[src/rtl/spi_reg_master.sv]
// SPI mode-0 host for the register-slave protocol: command byte, then REG_W-bit data words, MSB first.
// One frame per accepted request (cmd_valid & cmd_ready); requests arriving while busy are dropped.
module spi_reg_master #(
  parameter int REG_W = 8,
  parameter int LEN_W = 4,
  parameter int DIV   = 4
) (
  input  logic             clk,
  input  logic             nrst,
  input  logic             cmd_valid,
  output logic             cmd_ready,
  input  logic [1:0]       cmd_op,
  input  logic [5:0]       cmd_addr,
  input  logic [LEN_W-1:0] cmd_len,
  input  logic [REG_W-1:0] wr_data,
  output logic             wr_taken,
  output logic [REG_W-1:0] rd_data,
  output logic             rd_valid,
  output logic [7:0]       status,
  output logic             status_valid,
  output logic             busy,
  output logic             done,
  output logic             nss,
  output logic             sclk,
  output logic             mosi,
  input  logic             miso
);
  localparam int DIV_W = $clog2(DIV);
  localparam int BIT_W = $clog2(REG_W);
  localparam logic [1:0] OP_WR   = 2'b10;
  localparam logic [1:0] OP_FAST = 2'b11;

  typedef enum logic [2:0] {S_IDLE, S_SETUP, S_SHIFT, S_TRAIL, S_GUARD} state_t;

  state_t             state_q, state_d;
  logic [DIV_W-1:0]   div_q, div_d;
  logic [BIT_W-1:0]   bit_q, bit_d;
  logic [LEN_W:0]     word_q, word_d;
  logic               cmd_ph_q, cmd_ph_d;
  logic [1:0]         op_q, op_d;
  logic [LEN_W-1:0]   len_q, len_d;
  logic [REG_W-1:0]   tx_q, tx_d;
  logic [REG_W-1:0]   rx_q, rx_d;
  logic               sclk_q, sclk_d;
  logic               nss_q, nss_d;
  logic [REG_W-1:0]   rd_data_q, rd_data_d;
  logic [7:0]         status_q, status_d;
  logic               rd_valid_q, rd_valid_d;
  logic               status_valid_q, status_valid_d;
  logic               wr_taken_q, wr_taken_d;
  logic               done_q, done_d;

  logic               div_end;
  logic               unit_end;
  logic               last_unit;
  logic [REG_W-1:0]   rx_next;

  always_comb begin
    state_d        = state_q;
    div_d          = div_q;
    bit_d          = bit_q;
    word_d         = word_q;
    cmd_ph_d       = cmd_ph_q;
    op_d           = op_q;
    len_d          = len_q;
    tx_d           = tx_q;
    rx_d           = rx_q;
    sclk_d         = sclk_q;
    nss_d          = nss_q;
    rd_data_d      = rd_data_q;
    status_d       = status_q;
    rd_valid_d     = 1'b0;
    status_valid_d = 1'b0;
    wr_taken_d     = 1'b0;
    done_d         = 1'b0;

    div_end   = (div_q == DIV_W'(DIV - 1));
    unit_end  = cmd_ph_q ? (bit_q == BIT_W'(7)) : (bit_q == BIT_W'(REG_W - 1));
    // word_q is one bit wider than len_q so an all-ones length never wraps
    last_unit = cmd_ph_q ? (op_q == OP_FAST) : (word_q == {1'b0, len_q});
    rx_next   = {rx_q[REG_W-2:0], miso};

    case (state_q)
      S_IDLE: begin
        if (cmd_valid) begin
          op_d     = cmd_op;
          len_d    = cmd_len;
          tx_d     = REG_W'({cmd_op, cmd_addr}) << (REG_W - 8);
          div_d    = '0;
          bit_d    = '0;
          word_d   = '0;
          cmd_ph_d = 1'b1;
          nss_d    = 1'b0;
          state_d  = S_SETUP;
        end
      end
      S_SETUP: begin
        div_d = div_q + 1'b1;
        if (div_end) begin
          div_d   = '0;
          state_d = S_SHIFT;
        end
      end
      S_SHIFT: begin
        div_d = div_q + 1'b1;
        if (div_end) begin
          div_d  = '0;
          sclk_d = !sclk_q;
          if (!sclk_q) begin
            rx_d = rx_next;
            if (unit_end && cmd_ph_q) begin
              status_d       = rx_next[7:0];
              status_valid_d = 1'b1;
            end else if (unit_end && !op_q[1]) begin
              rd_data_d  = rx_next;
              rd_valid_d = 1'b1;
            end
          end else begin
            // falling edge: shift out next bit; zeros fill in behind so mosi idles low
            tx_d  = tx_q << 1;
            bit_d = bit_q + 1'b1;
            if (unit_end) begin
              bit_d    = '0;
              cmd_ph_d = 1'b0;
              if (!cmd_ph_q) word_d = word_q + 1'b1;
              if (last_unit) begin
                state_d = S_TRAIL;
              end else if (op_q == OP_WR) begin
                tx_d       = wr_data;
                wr_taken_d = 1'b1;
              end
            end
          end
        end
      end
      S_TRAIL: begin
        div_d = div_q + 1'b1;
        if (div_end) begin
          div_d   = '0;
          nss_d   = 1'b1;
          state_d = S_GUARD;
        end
      end
      S_GUARD: begin
        div_d = div_q + 1'b1;
        if (div_end) begin
          div_d   = '0;
          done_d  = 1'b1;
          state_d = S_IDLE;
        end
      end
      default: state_d = S_IDLE;
    endcase
  end

  always_ff @(posedge clk or negedge nrst) begin
    if (!nrst) begin
      state_q        <= S_IDLE;
      div_q          <= '0;
      bit_q          <= '0;
      word_q         <= '0;
      cmd_ph_q       <= 1'b0;
      op_q           <= '0;
      len_q          <= '0;
      tx_q           <= '0;
      rx_q           <= '0;
      sclk_q         <= 1'b0;
      nss_q          <= 1'b1;
      rd_data_q      <= '0;
      status_q       <= '0;
      rd_valid_q     <= 1'b0;
      status_valid_q <= 1'b0;
      wr_taken_q     <= 1'b0;
      done_q         <= 1'b0;
    end else begin
      state_q        <= state_d;
      div_q          <= div_d;
      bit_q          <= bit_d;
      word_q         <= word_d;
      cmd_ph_q       <= cmd_ph_d;
      op_q           <= op_d;
      len_q          <= len_d;
      tx_q           <= tx_d;
      rx_q           <= rx_d;
      sclk_q         <= sclk_d;
      nss_q          <= nss_d;
      rd_data_q      <= rd_data_d;
      status_q       <= status_d;
      rd_valid_q     <= rd_valid_d;
      status_valid_q <= status_valid_d;
      wr_taken_q     <= wr_taken_d;
      done_q         <= done_d;
    end
  end

  assign cmd_ready    = (state_q == S_IDLE);
  assign busy         = (state_q != S_IDLE);
  assign nss          = nss_q;
  assign sclk         = sclk_q;
  assign mosi         = tx_q[REG_W-1];
  assign rd_data      = rd_data_q;
  assign rd_valid     = rd_valid_q;
  assign status       = status_q;
  assign status_valid = status_valid_q;
  assign wr_taken     = wr_taken_q;
  assign done         = done_q;

endmodule
[config.mk]
export PLATFORM = sky130hd
export DESIGN_NAME = spi_reg_master
export DESIGN_NICKNAME = d
export VERILOG_FILES = /design/src/rtl/spi_reg_master.sv
export SDC_FILE = /design/constraint.sdc
export NUM_CORES = 1
export LEC_CHECK = 0
export CAP_MARGIN = 40
export CORE_AREA = 3 3 79 81
export DETAILED_ROUTE_END_ITERATION = 6
export DIE_AREA = 0 0 82 84
export DONT_BUFFER_PORTS = 1
export PLACE_DENSITY = 0.71
export SLEW_MARGIN = 20
export SYNTH_ARGS = -nofsm -noshare
export SYNTH_HDL_FRONTEND = slang
export SYNTH_SLANG_ARGS = --single-unit
export TNS_END_PERCENT = 30
[constraint.sdc]
create_clock -name clk -period 2.2 [get_ports clk]
set_input_delay 0.22 -clock clk [delete_from_list [all_inputs] [get_ports clk]]
set_output_delay 0.22 -clock clk [all_outputs]
set_load 0.1 [all_outputs]
After elaboration in Yosys (flattened, before gate mapping)
Cells that the tools add are included.
- bits in registers: 57
- bits of input ports: 24
- output and inout port bits: 25
- logic and storage cells: 117
- add/subtract/negate cells: 3
- equality and inequality tests: 18
- multiplexer cells: 56
- bitwise logic cells: 2
- reduce and logical (&&, ||, !) cells: 21
- operators with widths (operator ; count):
    $mux W8 ; 6
    $mux W3 ; 12
    $mux W5 ; 5
    $mux W1 ; 24
    $ne A2 B2 Y1 const B ; 9
    $pmux W8 S2 ; 1
    $pmux W3 S5 ; 1
    $pmux W5 S2 ; 1
    $reduce_and A5 Y1 ; 2
    $reduce_and A4 Y1 ; 2
    $reduce_and A8 Y1 ; 1
    $eq A2 B2 Y1 const B ; 3
    $eq A3 B2 Y1 const B ; 2
    $eq A3 B3 Y1 const B ; 2
    $pmux W3 S2 ; 1
    $reduce_and A2 Y1 ; 3
    $reduce_and A3 Y1 ; 2
    $reduce_and A6 Y1 ; 1
    $reduce_bool A2 Y1 ; 3
    $add A5 B1 Y5 const B ; 1
    $eq A5 B4 Y1 ; 1
    $mux W2 ; 2
    $pmux W1 S2 ; 2
    $pmux W2 S2 ; 1
    9 further kinds ; 12

Longest topological paths before layout
- word-level depth: 7
- gate-level depth with buffers: 9
- gate-level depth less buffers: 6

Worst setup path after synthesis
No wires, ideal clock.
- path kind: register to output
- from: reg state_q[2]
- to: out busy
- arrival: 3997 ps
- slack: -2017 ps
- stages on the path, launching flop included: 5
- path buffers: 2
- path through: dfrtp_1 -> buf_6 -> clkbuf_1 -> nor3_1 -> inv_1
- longest elaborated chain between the ends: 1
- ends and longest elaborated chain (element ; RTL line ; RTL):
    start, declared ; 35 ; state_t state_q, state_d;
    start signal, assigned ; 176 ; state_q <= state_d;
    $reduce_bool A3 Y1 ; 197 ; assign busy = (state_q != S_IDLE);
    end, declared ; 21 ; output logic busy,
No other way between the ends.

Worst setup path in the final report
- from: reg div_q[0]
- to: reg rd_data_q[7], in the netlist rd_data[7]
- longest elaborated chain between the ends: 2
- ends and longest elaborated chain (element ; RTL line ; RTL):
    start, declared ; 36 ; logic [DIV_W-1:0] div_q, div_d;
    start signal, assigned ; 177 ; div_q <= div_d;
    $eq A2 B2 Y1 ; 77 ; div_end = (div_q == DIV_W'(DIV - 1));
    $reduce_and A5 Y1 (no line) ; n/a ;
    end signal, assigned ; 187 ; rd_data_q <= rd_data_d;
    end, declared ; 46 ; logic [REG_W-1:0] rd_data_q, rd_data_d;
No other way between the ends.
A chain may end at the register's enable or synchronous reset.

==> metrics <==
EDFF count, synth=0; max cap viols=0; Mapped Area=0.002908 mm²; Boundary Pins=49; Pwr Density=1205 mW/mm²; NumNets Final=331; Pleak=0.001644 µW; GRT Total Usage=21.23%; routed wire length=6755 µm; first-pass GRT wire length=11,100 µm; most frequent cell after synthesis=dfrtp_1; drt drc=0; crit path capture type=flop; Most used DFF post-synth=dfrtp_1; hpwl dp=4476 µm; Max Freq=481.0 MHz; clk_lat worst skew=0.34 ns; Hold Vio Cnt, Final=0; final worst slack=0.1209 ns; CORE AREA=0.005540 mm²; status=completed; syn_nets=284; CP peak stage delay=0.42 ns; Reg2Reg Depth=6; WP data arrival=2.30 ns; total negative slack=0 ns; Min Hold Slack=0.02231 ns; final cell count without fillers=380; largest net degree at the start of global routing=58; worst r2r dst=rd_data[7]; register bit total from synthesis=57; Starting Density=52.48%; critical path's slowest cell=dfrtp_1; Clock Pin Slew Worst Setup and Hold Paths=0.07 ns; Pins Over Slew Limit=0; DIE WIDTH=82 µm; placed cells=342; Slew HR=39.52%; Critical Path RT=2.42 ns; Place WS=0.1667 ns; fin crit share=94.51%; Die ar.=0.006888 mm²; worst setup path end=rd_data[7]; Mean Syn Cell Area=11.36 µm²; Max VDD drop=1.476 mV; P&R area growth vs syn=29.09%; buffers added on ports=0; Antenna Violating Nets Remaining=0; Starting DRT DRC Count=125; kind of critical path=flop to flop; clk sink count=57; r2r startpoint=div_q[0]; Inserted Diodes=0; Netlist cell types=49; YS warnings=0; Area contributors post-synth=dfrtp_1 (48%), mux2_4 (8.3%), nand2_1 (3.4%); filler cell count=390; post-layout util=67.75%; worst slew pin tran=0.9072 ns; initial antenna violation count=0; CTS Buffer Depth=2; Via Count=2,172; Tmin final=2.079 ns; H-tree levels=3; Die Ht=84 µm; startpoint types=flop; CTS tree=built; vias per std cell=5.716; setup violators final=0; CTS buffer count=9; Async SR Flop Fraction=100.0%; CTS root buf=clkbuf_8; Syn Inst Count=256; R2R Setup Slk=0.12 ns; Synth area leader=dfrtp_1; share of layout cells above drive strength 1=25.97%; top-area cell type share of the netlist area=48.19%; Cell Rows=27; most frequent cells after synthesis=dfrtp_1 (56), nand2_1 (26), mux2_4 (16); HP Class=primary input to flop; part of the Yosys area used for sequential elements=49.10%; Crit Path Max Fanout=9; Layout Skew=0.006514 ns; Routability Congestion=0.8424; RSZ-0062 raised after global routing=false; critical path, cell by cell=ha_1 -> and4bb_1 -> nor2b_4 -> nor3b_2 -> buf_4 -> mux2_4; vias in the first global route=2,249; Worst Setup SP=div_q[0]; WL/cell=17.78 µm; total gr overflow=0; DRT Pass-1 Iters=4
cells by family after synthesis:
kind of cell    synth area share (%)
flops                          49.10
buf+inv                        4.088
mux                            13.08
xor+xnor                       1.807
fa+ha+maj                      1.721
compound gates                 16.31
simple gates                   13.90
through the flow:
step,total power [µW],instance area [µm²]
final,4523,3754
after global routing,4826,3754
after CTS,4541,3561
after detailed placement,3368,3244
after global placement,3338,3025
after floorplan,2957,2919
layout make-up:
cell class	instances	area (µm²)	area share [%]
Clock buffer	11	151.4	4.033
Tap cell	72	90.09	2.400
Timing Repair Buffer	52	618.1	16.47
Clock inverter	5	77.57	2.067
Multi-Input combinational cell	179	1374	36.60
Inverter	4	15.01	0.4000
Sequential cell	57	1428	38.03
how the worst min path moves through the flow:
stage                endpoint  depth (start not counted)  slack, ns  start
finish              status[0]                          1       0.02   miso
global route        status[0]                          1      0.008   miso
CTS                 status[0]                          1      0.008   miso
detailed placement  status[1]                          0      -0.07   nrst
global placement    status[1]                          0      -0.07   nrst
floorplan            bit_q[0]                          0      -0.08   nrst
state kept, by name (all words and copies together), names as in the netlist, 2 cells and up:
register and cells:
state_q 3, len_q 4, status 8, tx_q 8, rx_q 7, word_q 5, div_q 2, op_q 2
rd_data 8, bit_q 3
timing repair:
| item | in CTS | in global routing |
|---|---|---|
| buffers inserted | 0 | 0 |
| resized for setup | 0 | 1 |
| hold buffers | 7 | 0 |
| endpoints found under the hold margin | 62 | 0 |
| setup endpoints to repair | 0 | 1 |
where the power goes:
group | switching [µW] | leakage (µW) | internal, µW
clock network | 424 | 0.000115 | 695
logic | 1100 | 0.000787 | 670
registers | 332 | 0.000742 | 1300
total | 1860 | 0.00164 | 2670
cells in the final DEF, fill, tap and decap left out, drive strengths merged, types with 3 or more instances in the layout:
cell type	netlist	final
nand2	26	26
mux2	24	24
nor2	6	6
nor3	3	3
nand2b	3	3
a22oi	3	3
o21ai	9	9
a41oi	5	5
a21oi	15	15
nor3b	3	3
a22o	9	9
nand3	5	5
or3	4	4
dlygate4sd3	0	6
clkbuf	8	23
and3	3	3
o2111ai	7	7
o211ai	7	7
nor2b	8	8
ha	4	4
and2	7	7
dfrtp	56	56
buf	8	34
mux2i	5	5
xnor2	4	4
inv	4	4
per-layer routing:
metal / GRT usage [%] / share of wire [%] / wire length [µm] / vias up
li1: - / - / - / 1036
met1: 27.30 / 44 / 2988 / 1060
met2: 32.33 / 48 / 3238 / 59
met3: 5.724 / 5.3 / 360 / 17
met4: 10.73 / 2.5 / 167 / 0
met5: 0 / 0 / 0 / -
worst max-delay path: cells and delay by family (launching register included):
family,cells,cell delay [ns]
simple gates,3,0.62
flops,1,0.42
fa+ha+maj,1,0.36
mux,1,0.32
buf+inv,1,0.23
Note: power is estimated with default switching activity, not from simulation.
